### src/rtl/nvdla_csc_op_sched_if.sv
// -----------------------------------------------------------------------------
// nvdla_csc_op_sched_if
//
// Groups the handshake signals between the CSC ping-pong scheduler and its
// neighbours: the single-register block (producer pointer, op-enable trigger,
// status readback), the CSC datapath (start/done) and the interrupt logic
// (completion pulse).
//
// Signals
//   producer        group addressed by software writes
//   op_en_trigger   1-cycle pulse: software wrote OP_ENABLE=1 to `producer`
//   dp_op_done      1-cycle pulse: running layer finished
//   consumer        group the datapath executes next or is executing
//   status_0/1      per-group status: 0 IDLE, 1 RUNNING, 2 PENDING
//   reg2dp_op_en_0/1 per-group op-enable flags
//   dp_op_start     1-cycle pulse: datapath starts layer from `consumer`
//   dp2reg_done     1-cycle completion pulse
//   done_group      group that completed, valid while dp2reg_done=1
//   op_en_err       1-cycle pulse: trigger rejected
//
// Modports
//   master  the surrounding logic (register block / datapath side)
//   slave   the scheduler itself
// -----------------------------------------------------------------------------
interface nvdla_csc_op_sched_if;
    logic       producer;
    logic       op_en_trigger;
    logic       dp_op_done;
    logic       consumer;
    logic [1:0] status_0;
    logic [1:0] status_1;
    logic       reg2dp_op_en_0;
    logic       reg2dp_op_en_1;
    logic       dp_op_start;
    logic       dp2reg_done;
    logic       done_group;
    logic       op_en_err;

    modport master (
        output producer,
        output op_en_trigger,
        output dp_op_done,
        input  consumer,
        input  status_0,
        input  status_1,
        input  reg2dp_op_en_0,
        input  reg2dp_op_en_1,
        input  dp_op_start,
        input  dp2reg_done,
        input  done_group,
        input  op_en_err
    );

    modport slave (
        input  producer,
        input  op_en_trigger,
        input  dp_op_done,
        output consumer,
        output status_0,
        output status_1,
        output reg2dp_op_en_0,
        output reg2dp_op_en_1,
        output dp_op_start,
        output dp2reg_done,
        output done_group,
        output op_en_err
    );
endinterface

### src/rtl/nvdla_csc_op_sched.sv
// -----------------------------------------------------------------------------
// nvdla_csc_op_sched
//
// Ping-pong register-group scheduler for CSC. Holds the op-enable flag of the
// two duplicated register groups and runs layers strictly alternately from
// group 0 and group 1 (IDLE -> LAUNCH -> RUN -> DRAIN -> IDLE).
//
// Ports
//   nvdla_core_clk   core clock, rising edge
//   nvdla_core_rstn  asynchronous active-low reset
//   sched            scheduler side of nvdla_csc_op_sched_if (see interface
//                    file for the individual signals)
//
// All outputs are flops. Each output flop is loaded from the next-state value
// of the state it decodes, so e.g. status reflects a trigger one cycle after
// the trigger pulse and nothing combinational reaches an output.
// -----------------------------------------------------------------------------
module nvdla_csc_op_sched (
    input  logic                       nvdla_core_clk,
    input  logic                       nvdla_core_rstn,
    nvdla_csc_op_sched_if.slave        sched
);

    typedef enum logic [1:0] {
        ST_IDLE   = 2'd0,
        ST_LAUNCH = 2'd1,
        ST_RUN    = 2'd2,
        ST_DRAIN  = 2'd3
    } state_e;

    localparam logic [1:0] STAT_IDLE    = 2'd0;
    localparam logic [1:0] STAT_RUNNING = 2'd1;
    localparam logic [1:0] STAT_PENDING = 2'd2;

    state_e     state_q, state_d;
    logic       consumer_q, consumer_d;
    logic [1:0] op_en_q, op_en_d;
    logic [1:0] op_en_set;
    logic [1:0] status0_q, status0_d;
    logic [1:0] status1_q, status1_d;
    logic       start_q, start_d;
    logic       done_q, done_d;
    logic       done_group_q, done_group_d;
    logic       err_q, err_d;

    function automatic logic [1:0] grp_status(input logic en,
                                              input logic is_consumer,
                                              input state_e st);
        if (!en)
            return STAT_IDLE;
        else if (is_consumer && (st != ST_IDLE))
            return STAT_RUNNING;
        else
            return STAT_PENDING;
    endfunction

    always_comb begin
        // Trigger is judged against the flag value before any DRAIN clear,
        // so re-enabling the group that is just draining is rejected.
        op_en_set = op_en_q;
        err_d     = 1'b0;
        if (sched.op_en_trigger) begin
            if (op_en_q[sched.producer])
                err_d = 1'b1;
            else
                op_en_set[sched.producer] = 1'b1;
        end

        op_en_d    = op_en_set;
        state_d    = state_q;
        consumer_d = consumer_q;

        case (state_q)
            ST_IDLE: begin
                // Looks at the post-trigger flag so a trigger to the waiting
                // consumer launches in the very next cycle.
                if (op_en_set[consumer_q])
                    state_d = ST_LAUNCH;
            end
            ST_LAUNCH: begin
                state_d = ST_RUN;
            end
            ST_RUN: begin
                if (sched.dp_op_done)
                    state_d = ST_DRAIN;
            end
            ST_DRAIN: begin
                op_en_d[consumer_q] = 1'b0;
                consumer_d          = ~consumer_q;
                state_d             = ST_IDLE;
            end
            default: begin
                state_d = ST_IDLE;
            end
        endcase

        start_d      = (state_d == ST_LAUNCH);
        done_d       = (state_d == ST_DRAIN);
        // consumer only toggles when leaving DRAIN, so consumer_d is the
        // draining group whenever done_d is set.
        done_group_d = done_d ? consumer_d : 1'b0;
        status0_d    = grp_status(op_en_d[0], (consumer_d == 1'b0), state_d);
        status1_d    = grp_status(op_en_d[1], (consumer_d == 1'b1), state_d);
    end

    always_ff @(posedge nvdla_core_clk or negedge nvdla_core_rstn) begin
        if (!nvdla_core_rstn) begin
            state_q      <= ST_IDLE;
            consumer_q   <= 1'b0;
            op_en_q      <= 2'b00;
            status0_q    <= STAT_IDLE;
            status1_q    <= STAT_IDLE;
            start_q      <= 1'b0;
            done_q       <= 1'b0;
            done_group_q <= 1'b0;
            err_q        <= 1'b0;
        end else begin
            state_q      <= state_d;
            consumer_q   <= consumer_d;
            op_en_q      <= op_en_d;
            status0_q    <= status0_d;
            status1_q    <= status1_d;
            start_q      <= start_d;
            done_q       <= done_d;
            done_group_q <= done_group_d;
            err_q        <= err_d;
        end
    end

    assign sched.consumer       = consumer_q;
    assign sched.status_0       = status0_q;
    assign sched.status_1       = status1_q;
    assign sched.reg2dp_op_en_0 = op_en_q[0];
    assign sched.reg2dp_op_en_1 = op_en_q[1];
    assign sched.dp_op_start    = start_q;
    assign sched.dp2reg_done    = done_q;
    assign sched.done_group     = done_group_q;
    assign sched.op_en_err      = err_q;

endmodule

### src/flat_wrapper.sv
// flat-port wrapper written by rule: the top's interface ports become plain ports
module nvdla_csc_op_sched_flat 
  (nvdla_core_clk, nvdla_core_rstn, sched_producer, sched_op_en_trigger, sched_dp_op_done, sched_consumer, sched_status_0, sched_status_1, sched_reg2dp_op_en_0, sched_reg2dp_op_en_1, sched_dp_op_start, sched_dp2reg_done, sched_done_group, sched_op_en_err);
  nvdla_csc_op_sched_if sched_i ();
  input  logic nvdla_core_clk;
  input  logic nvdla_core_rstn;
  input wire logic [$bits(sched_i.producer)-1:0] sched_producer;
  input wire logic [$bits(sched_i.op_en_trigger)-1:0] sched_op_en_trigger;
  input wire logic [$bits(sched_i.dp_op_done)-1:0] sched_dp_op_done;
  output wire logic [$bits(sched_i.consumer)-1:0] sched_consumer;
  output wire logic [$bits(sched_i.status_0)-1:0] sched_status_0;
  output wire logic [$bits(sched_i.status_1)-1:0] sched_status_1;
  output wire logic [$bits(sched_i.reg2dp_op_en_0)-1:0] sched_reg2dp_op_en_0;
  output wire logic [$bits(sched_i.reg2dp_op_en_1)-1:0] sched_reg2dp_op_en_1;
  output wire logic [$bits(sched_i.dp_op_start)-1:0] sched_dp_op_start;
  output wire logic [$bits(sched_i.dp2reg_done)-1:0] sched_dp2reg_done;
  output wire logic [$bits(sched_i.done_group)-1:0] sched_done_group;
  output wire logic [$bits(sched_i.op_en_err)-1:0] sched_op_en_err;
  assign sched_i.producer = sched_producer;
  assign sched_i.op_en_trigger = sched_op_en_trigger;
  assign sched_i.dp_op_done = sched_dp_op_done;
  assign sched_consumer = sched_i.consumer;
  assign sched_status_0 = sched_i.status_0;
  assign sched_status_1 = sched_i.status_1;
  assign sched_reg2dp_op_en_0 = sched_i.reg2dp_op_en_0;
  assign sched_reg2dp_op_en_1 = sched_i.reg2dp_op_en_1;
  assign sched_dp_op_start = sched_i.dp_op_start;
  assign sched_dp2reg_done = sched_i.dp2reg_done;
  assign sched_done_group = sched_i.done_group;
  assign sched_op_en_err = sched_i.op_en_err;
  nvdla_csc_op_sched u_core (.nvdla_core_clk(nvdla_core_clk), .nvdla_core_rstn(nvdla_core_rstn), .sched(sched_i));
endmodule
### config.mk
export PLATFORM = sky130hd
export DESIGN_NAME = nvdla_csc_op_sched_flat
export DESIGN_NICKNAME = d
export VERILOG_FILES = /design/src/rtl/nvdla_csc_op_sched_if.sv /design/src/rtl/nvdla_csc_op_sched.sv /design/src/flat_wrapper.sv
export SDC_FILE = /design/constraint.sdc
export NUM_CORES = 1
export LEC_CHECK = 0
export CAP_MARGIN = 40
export CORE_AREA = 4 4 41 43
export CTS_CLUSTER_SIZE = 12
export DETAILED_ROUTE_END_ITERATION = 7
export DIE_AREA = 0 0 45 47
export PLACE_DENSITY = 0.69
export SLEW_MARGIN = 20
export SYNTH_ARGS = -nofsm -noshare
export SYNTH_HDL_FRONTEND = slang
export SYNTH_SLANG_ARGS = --single-unit
### constraint.sdc
create_clock -name nvdla_core_clk -period 1.55 [get_ports nvdla_core_clk]
set_input_delay 0.2325 -clock nvdla_core_clk [delete_from_list [all_inputs] [get_ports nvdla_core_clk]]
set_output_delay 0.2325 -clock nvdla_core_clk [all_outputs]
set_load 0.1 [all_outputs]
==> results of run 1 <==
## how the worst max path moves through the flow
stage,startpoint,endpoint,cells past startpoint
finish,u_core.sched.consumer,sched_consumer,2
global route,u_core.sched.consumer,sched_consumer,2
CTS,u_core.sched.consumer,sched_consumer,2
detailed placement,sched_producer,u_core.state_q[0],4
global placement,sched_producer,u_core.state_q[0],4
floorplan,u_core.op_en_q[1],u_core.state_q[0],3
## cells in the mapped netlist
master / number
sky130_fd_sc_hd__nor2_1: 6
sky130_fd_sc_hd__dfrtp_1: 13
sky130_fd_sc_hd__and2_2: 1
sky130_fd_sc_hd__and3b_1: 1
sky130_fd_sc_hd__mux2i_1: 1
sky130_fd_sc_hd__or3_4: 1
sky130_fd_sc_hd__xor2_1: 1
sky130_fd_sc_hd__and3_1: 1
sky130_fd_sc_hd__buf_6: 1
sky130_fd_sc_hd__a31oi_1: 1
sky130_fd_sc_hd__xnor2_1: 1
sky130_fd_sc_hd__a31o_1: 1
sky130_fd_sc_hd__nor2b_1: 3
sky130_fd_sc_hd__a211oi_1: 1
sky130_fd_sc_hd__a21oi_1: 1
sky130_fd_sc_hd__nand2_1: 3
## through the flow
step / std cells / util
3_5_place_dp: 69 / 0.592
6_report: 73 / 0.613
4_1_cts: 73 / 0.613
3_3_place_gp: 69 / 0.592
2_1_floorplan: 37 / -
5_1_grt: 73 / 0.613
## metal layers
metal / global-route usage / vias to the layer above / part of all wire
li1: - / 164 / -
met1: 0.121 / 160 / 0.40
met2: 0.153 / 12 / 0.48
met3: 0.0345 / 4 / 0.074
met4: 0.105 / 0 / 0.038
met5: 0 / - / 0
## registers in the layout, indices dropped and copies added (netlist names)
name	cells
u_core.sched.consumer	1
u_core.sched.dp2reg_done	1
u_core.sched.dp_op_start	1
u_core.sched.op_en_err	1
u_core.state_q	2
u_core.sched.status_0	2
u_core.op_en_q	2
u_core.sched.status_1	2
u_core.sched.done_group	1
## cells by family after synthesis
| family | share of synthesized area |
|---|---|
| muxes | 0.0209 |
| DFF | 0.681 |
| buffers and inverters | 0.0236 |
| xor gates and xnor gates | 0.0367 |
| and+or+nand+nor | 0.181 |
| AOI/OAI and AO/OA | 0.0576 |
## layout make-up
cell class	instances	area share
multi-input combinational	23	0.177
sequential	13	0.411
timing repair buffer	18	0.355
clock buffer	4	0.0330
tap	15	0.0235
==> impl_metrics.xml, run 1 <==
<?xml version="1.0" encoding="UTF-8"?>
<metrics>
  <group name="outcome">
    <metric name="status" unit="">completed</metric>
  </group>
  <group name="final_layout">
    <metric name="design_area" unit="sq um">797</metric>
    <metric name="register_area" unit="sq um">328</metric>
    <metric name="fin_nets" unit="">64</metric>
    <metric name="areaGrowthSynthToFinish" unit="%">66.8</metric>
    <metric name="mostFrequentLayoutCells" unit="">sky130_fd_sc_hd__buf_12 (11), sky130_fd_sc_hd__dfrtp_1 (11), sky130_fd_sc_hd__nor2_1 (6)</metric>
    <metric name="multi_input_combinational_cell_area" unit="sq um">141</metric>
    <metric name="fraction_of_layout_instances_using_a_drive_strength_above_1" unit="">0.362</metric>
    <metric name="fillCellCount" unit="">104</metric>
    <metric name="antenna_cells" unit="">0</metric>
  </group>
  <group name="drt">
    <metric name="via_cell_ratio" unit="">4.66</metric>
    <metric name="dr.pass1.iters" unit="">4</metric>
    <metric name="wl" unit="microns">824</metric>
    <metric name="final_antenna_net_count" unit="">0</metric>
    <metric name="drc_violation_total_after_the_first_tritonroute_iteration" unit="">7</metric>
    <metric name="wl_per_cell" unit="microns">11.3</metric>
    <metric name="vias" unit="">340</metric>
    <metric name="drt_drc_violations_left" unit="">0</metric>
  </group>
  <group name="die">
    <metric name="start_util" unit="">0.367</metric>
    <metric name="design.die.area" unit="sq um">2120</metric>
    <metric name="top_level_ports" unit="">16</metric>
    <metric name="row_count" unit="">13</metric>
    <metric name="die_w" unit="microns">45</metric>
    <metric name="floorplan.die.height" unit="microns">47</metric>
    <metric name="core-area" unit="sq um">1300</metric>
  </group>
  <group name="synthesis">
    <metric name="syn_avg_cell_area" unit="sq um">12.9</metric>
    <metric name="postSynthRegisterBits" unit="">13</metric>
    <metric name="synth_cell_types" unit="">16</metric>
    <metric name="post-synth-top-area-cell" unit="">sky130_fd_sc_hd__dfrtp_1</metric>
    <metric name="synth_area_leaders" unit="">sky130_fd_sc_hd__dfrtp_1 (68%), sky130_fd_sc_hd__nor2_1 (4.7%), sky130_fd_sc_hd__nor2b_1 (3.9%)</metric>
    <metric name="syn-num-nets" unit="">42</metric>
    <metric name="synth_seq_area_share" unit="">0.681</metric>
    <metric name="synth_largest_type_area_fraction" unit="">0.681</metric>
    <metric name="synthesis.yosys.warnings" unit="">0</metric>
    <metric name="synth_cells" unit="">37</metric>
    <metric name="mappedNetlistArea" unit="sq um">478</metric>
  </group>
  <group name="worst_setup_path">
    <metric name="crit_path_max_fanout" unit="">10</metric>
    <metric name="setup.reg_to_reg.worst_slack" unit="ns">0.42</metric>
    <metric name="reg2reg_depth" unit="">2</metric>
    <metric name="worstPathCellList" unit="">buf_4 &gt; buf_12</metric>
    <metric name="end_kind" unit="">primary output</metric>
    <metric name="rr_startpoint" unit="">u_core.op_en_q[0]</metric>
    <metric name="critPathRequiredTime" unit="ns">1.32</metric>
    <metric name="worstPathBufferInverterCount" unit="">2</metric>
    <metric name="crit_path_class" unit="">reg2out</metric>
    <metric name="critPathArrivalTime" unit="ns">1.02</metric>
    <metric name="crit_path_start_kind" unit="">flip-flop</metric>
    <metric name="crit_slowest_cell" unit="">sky130_fd_sc_hd__dfrtp_2</metric>
    <metric name="critical_path.max_stage_delay" unit="ns">0.41</metric>
    <metric name="cp_top_family" unit="">flip-flops</metric>
    <metric name="critical_path.reg2reg.endpoint" unit="">u_core.state_q[0]</metric>
  </group>
  <group name="sta">
    <metric name="final.period_utilization" unit="">0.808</metric>
    <metric name="timing_hold_violations_final" unit="">0</metric>
    <metric name="final_critical_path_setup_slack" unit="ns">0.298</metric>
    <metric name="fin_tns_setup" unit="ns">0</metric>
    <metric name="max_freq" unit="MHz">799</metric>
    <metric name="max_slew.worst_pin.slew" unit="ns">0.215</metric>
    <metric name="max-slew-margin-rel" unit="">0.856</metric>
    <metric name="fin_skew" unit="ns">0.000734</metric>
    <metric name="final-max-slew-violation-count" unit="">0</metric>
    <metric name="grt_setup_unrepaired" unit="">false</metric>
    <metric name="total_of_endpoints_with_negative_setup_slack_in_the_final_report" unit="">0</metric>
    <metric name="whs" unit="ns">0.254</metric>
    <metric name="fin_crit" unit="ns">1.25</metric>
  </group>
  <group name="grt">
    <metric name="grt_pass1_vias" unit="">332</metric>
    <metric name="total_global_routing_track_utilization" unit="">0.106</metric>
    <metric name="grt-ovfl-total" unit="">0</metric>
    <metric name="grt_antenna_before_repair" unit="">0</metric>
    <metric name="maximum_number_of_pins_on_one_net_before_global_route_repair" unit="">14</metric>
    <metric name="first_pass_grt_wire_length" unit="microns">1460</metric>
  </group>
  <group name="cts">
    <metric name="worstSkewPairLatency" unit="ns">0.27</metric>
    <metric name="clock_path_buffers" unit="">2</metric>
    <metric name="clock_tree.htree_level_count" unit="">1</metric>
    <metric name="cts.sink_count" unit="">13</metric>
    <metric name="ctsRootBufferMaster" unit="">sky130_fd_sc_hd__clkbuf_4</metric>
    <metric name="cts_made_buffers" unit="">3</metric>
    <metric name="clock_slew_at_the_register_clock_pins_of_the_worst_setup_and_hold_paths" unit="ns">0.07</metric>
    <metric name="hold_buffers_post_cts" unit="">0</metric>
    <metric name="tritoncts" unit="">built</metric>
    <metric name="post_cts_resize_count" unit="">0</metric>
    <metric name="cts.repair_timing.setup_buffer_count" unit="">0</metric>
  </group>
  <group name="flow_run">
    <metric name="timing.max_cap.violations" unit="">0</metric>
  </group>
  <group name="placed_design">
    <metric name="postPlaceCellArea" unit="sq um">771</metric>
    <metric name="global_placer_s_final_weighted_congestion" unit="">0.832</metric>
    <metric name="dp.final_hpwl" unit="microns">638</metric>
    <metric name="pre_cts_ws" unit="ns">0.0502</metric>
    <metric name="numPortBuffers" unit="">15</metric>
  </group>
  <group name="min_path">
    <metric name="hp-class" unit="">in2async</metric>
  </group>
</metrics>
Power of run 1 is not shown: default switching activity piles up to over one toggle a cycle in this logic, so the estimate is an artifact.
==> run 2, diff against run 1 <==
==> constraint.sdc (replaced) <==
create_clock -name nvdla_core_clk -period 1.3 [get_ports nvdla_core_clk]
set_input_delay 0.195 -clock nvdla_core_clk [delete_from_list [all_inputs] [get_ports nvdla_core_clk]]
set_output_delay 0.195 -clock nvdla_core_clk [all_outputs]
set_load 0.1 [all_outputs]
==> impl_metrics.xml, run 2 (synthesized netlist as in run 1, its figures left out) <==
<?xml version="1.0" encoding="UTF-8"?>
<metrics>
  <group name="final_layout">
    <metric name="antenna_cells" unit="">0</metric>
    <metric name="final_common_cell" unit="">sky130_fd_sc_hd__buf_12</metric>
    <metric name="mostFrequentLayoutCells" unit="">sky130_fd_sc_hd__buf_12 (11), sky130_fd_sc_hd__dfrtp_1 (10), sky130_fd_sc_hd__nor2_1 (6)</metric>
    <metric name="fillCellCount" unit="">110</metric>
    <metric name="areaGrowthSynthToFinish" unit="%">70.7</metric>
    <metric name="utilization" unit="">0.627</metric>
    <metric name="fin_nets" unit="">66</metric>
    <metric name="fraction_of_layout_instances_using_a_drive_strength_above_1" unit="">0.400</metric>
    <metric name="design_area" unit="sq um">816</metric>
  </group>
  <group name="die">
    <metric name="design.die.area" unit="sq um">2120</metric>
    <metric name="core-area" unit="sq um">1300</metric>
    <metric name="top_level_ports" unit="">16</metric>
    <metric name="start_util" unit="">0.367</metric>
    <metric name="row_count" unit="">13</metric>
    <metric name="die_w" unit="microns">45</metric>
    <metric name="floorplan.die.height" unit="microns">47</metric>
  </group>
  <group name="min_path">
    <metric name="hp-class" unit="">in2async</metric>
  </group>
  <group name="placed_design">
    <metric name="numPortBuffers" unit="">15</metric>
    <metric name="postPlaceCellArea" unit="sq um">797</metric>
    <metric name="dp.final_hpwl" unit="microns">729</metric>
    <metric name="pre_cts_ws" unit="ns">-0.156</metric>
    <metric name="global_placer_s_final_weighted_congestion" unit="">0.809</metric>
  </group>
  <group name="sta">
    <metric name="total_of_endpoints_with_negative_setup_slack_in_the_final_report" unit="">0</metric>
    <metric name="grt_setup_unrepaired" unit="">false</metric>
    <metric name="final.period_utilization" unit="">0.923</metric>
    <metric name="fin_tns_setup" unit="ns">0</metric>
    <metric name="final-max-slew-violation-count" unit="">0</metric>
    <metric name="max_freq" unit="MHz">833</metric>
    <metric name="max_slew.worst_pin.slew" unit="ns">0.218</metric>
    <metric name="fin_crit" unit="ns">1.20</metric>
    <metric name="final_critical_path_setup_slack" unit="ns">0.100</metric>
    <metric name="timing_hold_violations_final" unit="">0</metric>
    <metric name="fin_skew" unit="ns">0.00317</metric>
    <metric name="max-slew-margin-rel" unit="">0.855</metric>
  </group>
  <group name="drt">
    <metric name="drt_drc_violations_left" unit="">0</metric>
    <metric name="via_cell_ratio" unit="">4.57</metric>
    <metric name="vias" unit="">343</metric>
    <metric name="wl" unit="microns">905</metric>
    <metric name="final_antenna_net_count" unit="">0</metric>
    <metric name="wl_per_cell" unit="microns">12.1</metric>
    <metric name="drc_violation_total_after_the_first_tritonroute_iteration" unit="">0</metric>
    <metric name="dr.pass1.iters" unit="">1</metric>
  </group>
  <group name="worst_setup_path">
    <metric name="critical_path.max_stage_delay" unit="ns">0.55</metric>
    <metric name="worstPathBufferInverterCount" unit="">1</metric>
    <metric name="crit_slowest_cell" unit="">sky130_fd_sc_hd__dfrtp_4</metric>
    <metric name="crit_path_class" unit="">reg2out</metric>
    <metric name="crit_path_start_kind" unit="">flip-flop</metric>
    <metric name="critPathRequiredTime" unit="ns">1.11</metric>
    <metric name="end_kind" unit="">primary output</metric>
    <metric name="crit_path_max_fanout" unit="">11</metric>
    <metric name="cp_top_family" unit="">flip-flops</metric>
    <metric name="worstPathCellList" unit="">buf_12</metric>
    <metric name="critPathArrivalTime" unit="ns">1.00</metric>
  </group>
  <group name="cts">
    <metric name="cts.repair_timing.setup_buffer_count" unit="">0</metric>
    <metric name="hold_buffers_post_cts" unit="">0</metric>
    <metric name="clock_path_buffers" unit="">2</metric>
    <metric name="worstSkewPairLatency" unit="ns">0.27</metric>
    <metric name="tritoncts" unit="">built</metric>
    <metric name="ctsRootBufferMaster" unit="">sky130_fd_sc_hd__clkbuf_4</metric>
    <metric name="cts_made_buffers" unit="">3</metric>
    <metric name="cts.sink_count" unit="">13</metric>
    <metric name="post_cts_resize_count" unit="">0</metric>
    <metric name="clock_slew_at_the_register_clock_pins_of_the_worst_setup_and_hold_paths" unit="ns">0.07</metric>
    <metric name="clock_tree.htree_level_count" unit="">1</metric>
  </group>
  <group name="grt">
    <metric name="maximum_number_of_pins_on_one_net_before_global_route_repair" unit="">14</metric>
    <metric name="first_pass_grt_wire_length" unit="microns">1590</metric>
    <metric name="grt-ovfl-total" unit="">0</metric>
    <metric name="grt_antenna_before_repair" unit="">0</metric>
    <metric name="total_global_routing_track_utilization" unit="">0.109</metric>
    <metric name="grt_pass1_vias" unit="">377</metric>
  </group>
  <group name="outcome">
    <metric name="status" unit="">completed</metric>
  </group>
  <group name="flow_run">
    <metric name="timing.max_cap.violations" unit="">0</metric>
  </group>
</metrics>
## run 2: cell types whose count changed in the layout (fill, tap and decap cells not counted), sizes merged
| cell | change |
|---|---|
| buf | +2 |
## run 2: final timing paths
check / start / end / slack [ns] / cells past startpoint
setup / recovery: u_core.sched.consumer / sched_consumer / 0.10 / 1
hold / removal: nvdla_core_rstn / u_core.sched.status_0[0] / 0.22 / 2
setup reg to reg: u_core.sched.consumer / u_core.state_q[0] / 0.11 / 2
hold reg to reg: u_core.state_q[1] / u_core.state_q[1] / 0.58 / 1
max in group asynchronous: nvdla_core_rstn / u_core.sched.consumer / 0.91 / 2
min in group nvdla_core_clk: sched_dp_op_done / u_core.sched.dp2reg_done / 0.55 / 2
## run 2: layout make-up
type | count | area [sq um] | area share
Sequential cell | 13 | 332 | 0.406
Multi-Input combinational cell | 23 | 141 | 0.173
Timing Repair Buffer | 20 | 298 | 0.365
Tap cell | 15 | 18.8 | 0.0230
Clock buffer | 4 | 26.3 | 0.0322
## run 2: layer usage
layer / track usage / part of all wire / up-vias
li1: - / - / 169
met1: 0.120 / 0.41 / 159
met2: 0.181 / 0.50 / 13
met3: 0.0460 / 0.084 / 2
met4: 0.0526 / 0.0055 / 0
met5: 0 / 0 / -
## run 2: per-stage QoR
stage	cells	hold WS, ns
2_1_floorplan	37	-0.101
3_3_place_gp	72	0.509
3_5_place_dp	72	0.512
4_1_cts	75	0.222
5_1_grt	75	0.224
6_report	75	0.219
Power of run 2 is left out for the same reason.
==> run 3, diff against run 2 <==
--- a/config.mk
+++ b/config.mk
@@ -5,7 +5,7 @@
 export SDC_FILE = /design/constraint.sdc
 export NUM_CORES = 1
 export LEC_CHECK = 0
-export CAP_MARGIN = 40
+export CAP_MARGIN = 5
 export CORE_AREA = 4 4 41 43
 export CTS_CLUSTER_SIZE = 12
 export DETAILED_ROUTE_END_ITERATION = 7
==> results of run 3 <==
Same layout as run 2: the final DEF is identical, and so are final timing and power.
Power of run 3 is left out for the same reason.
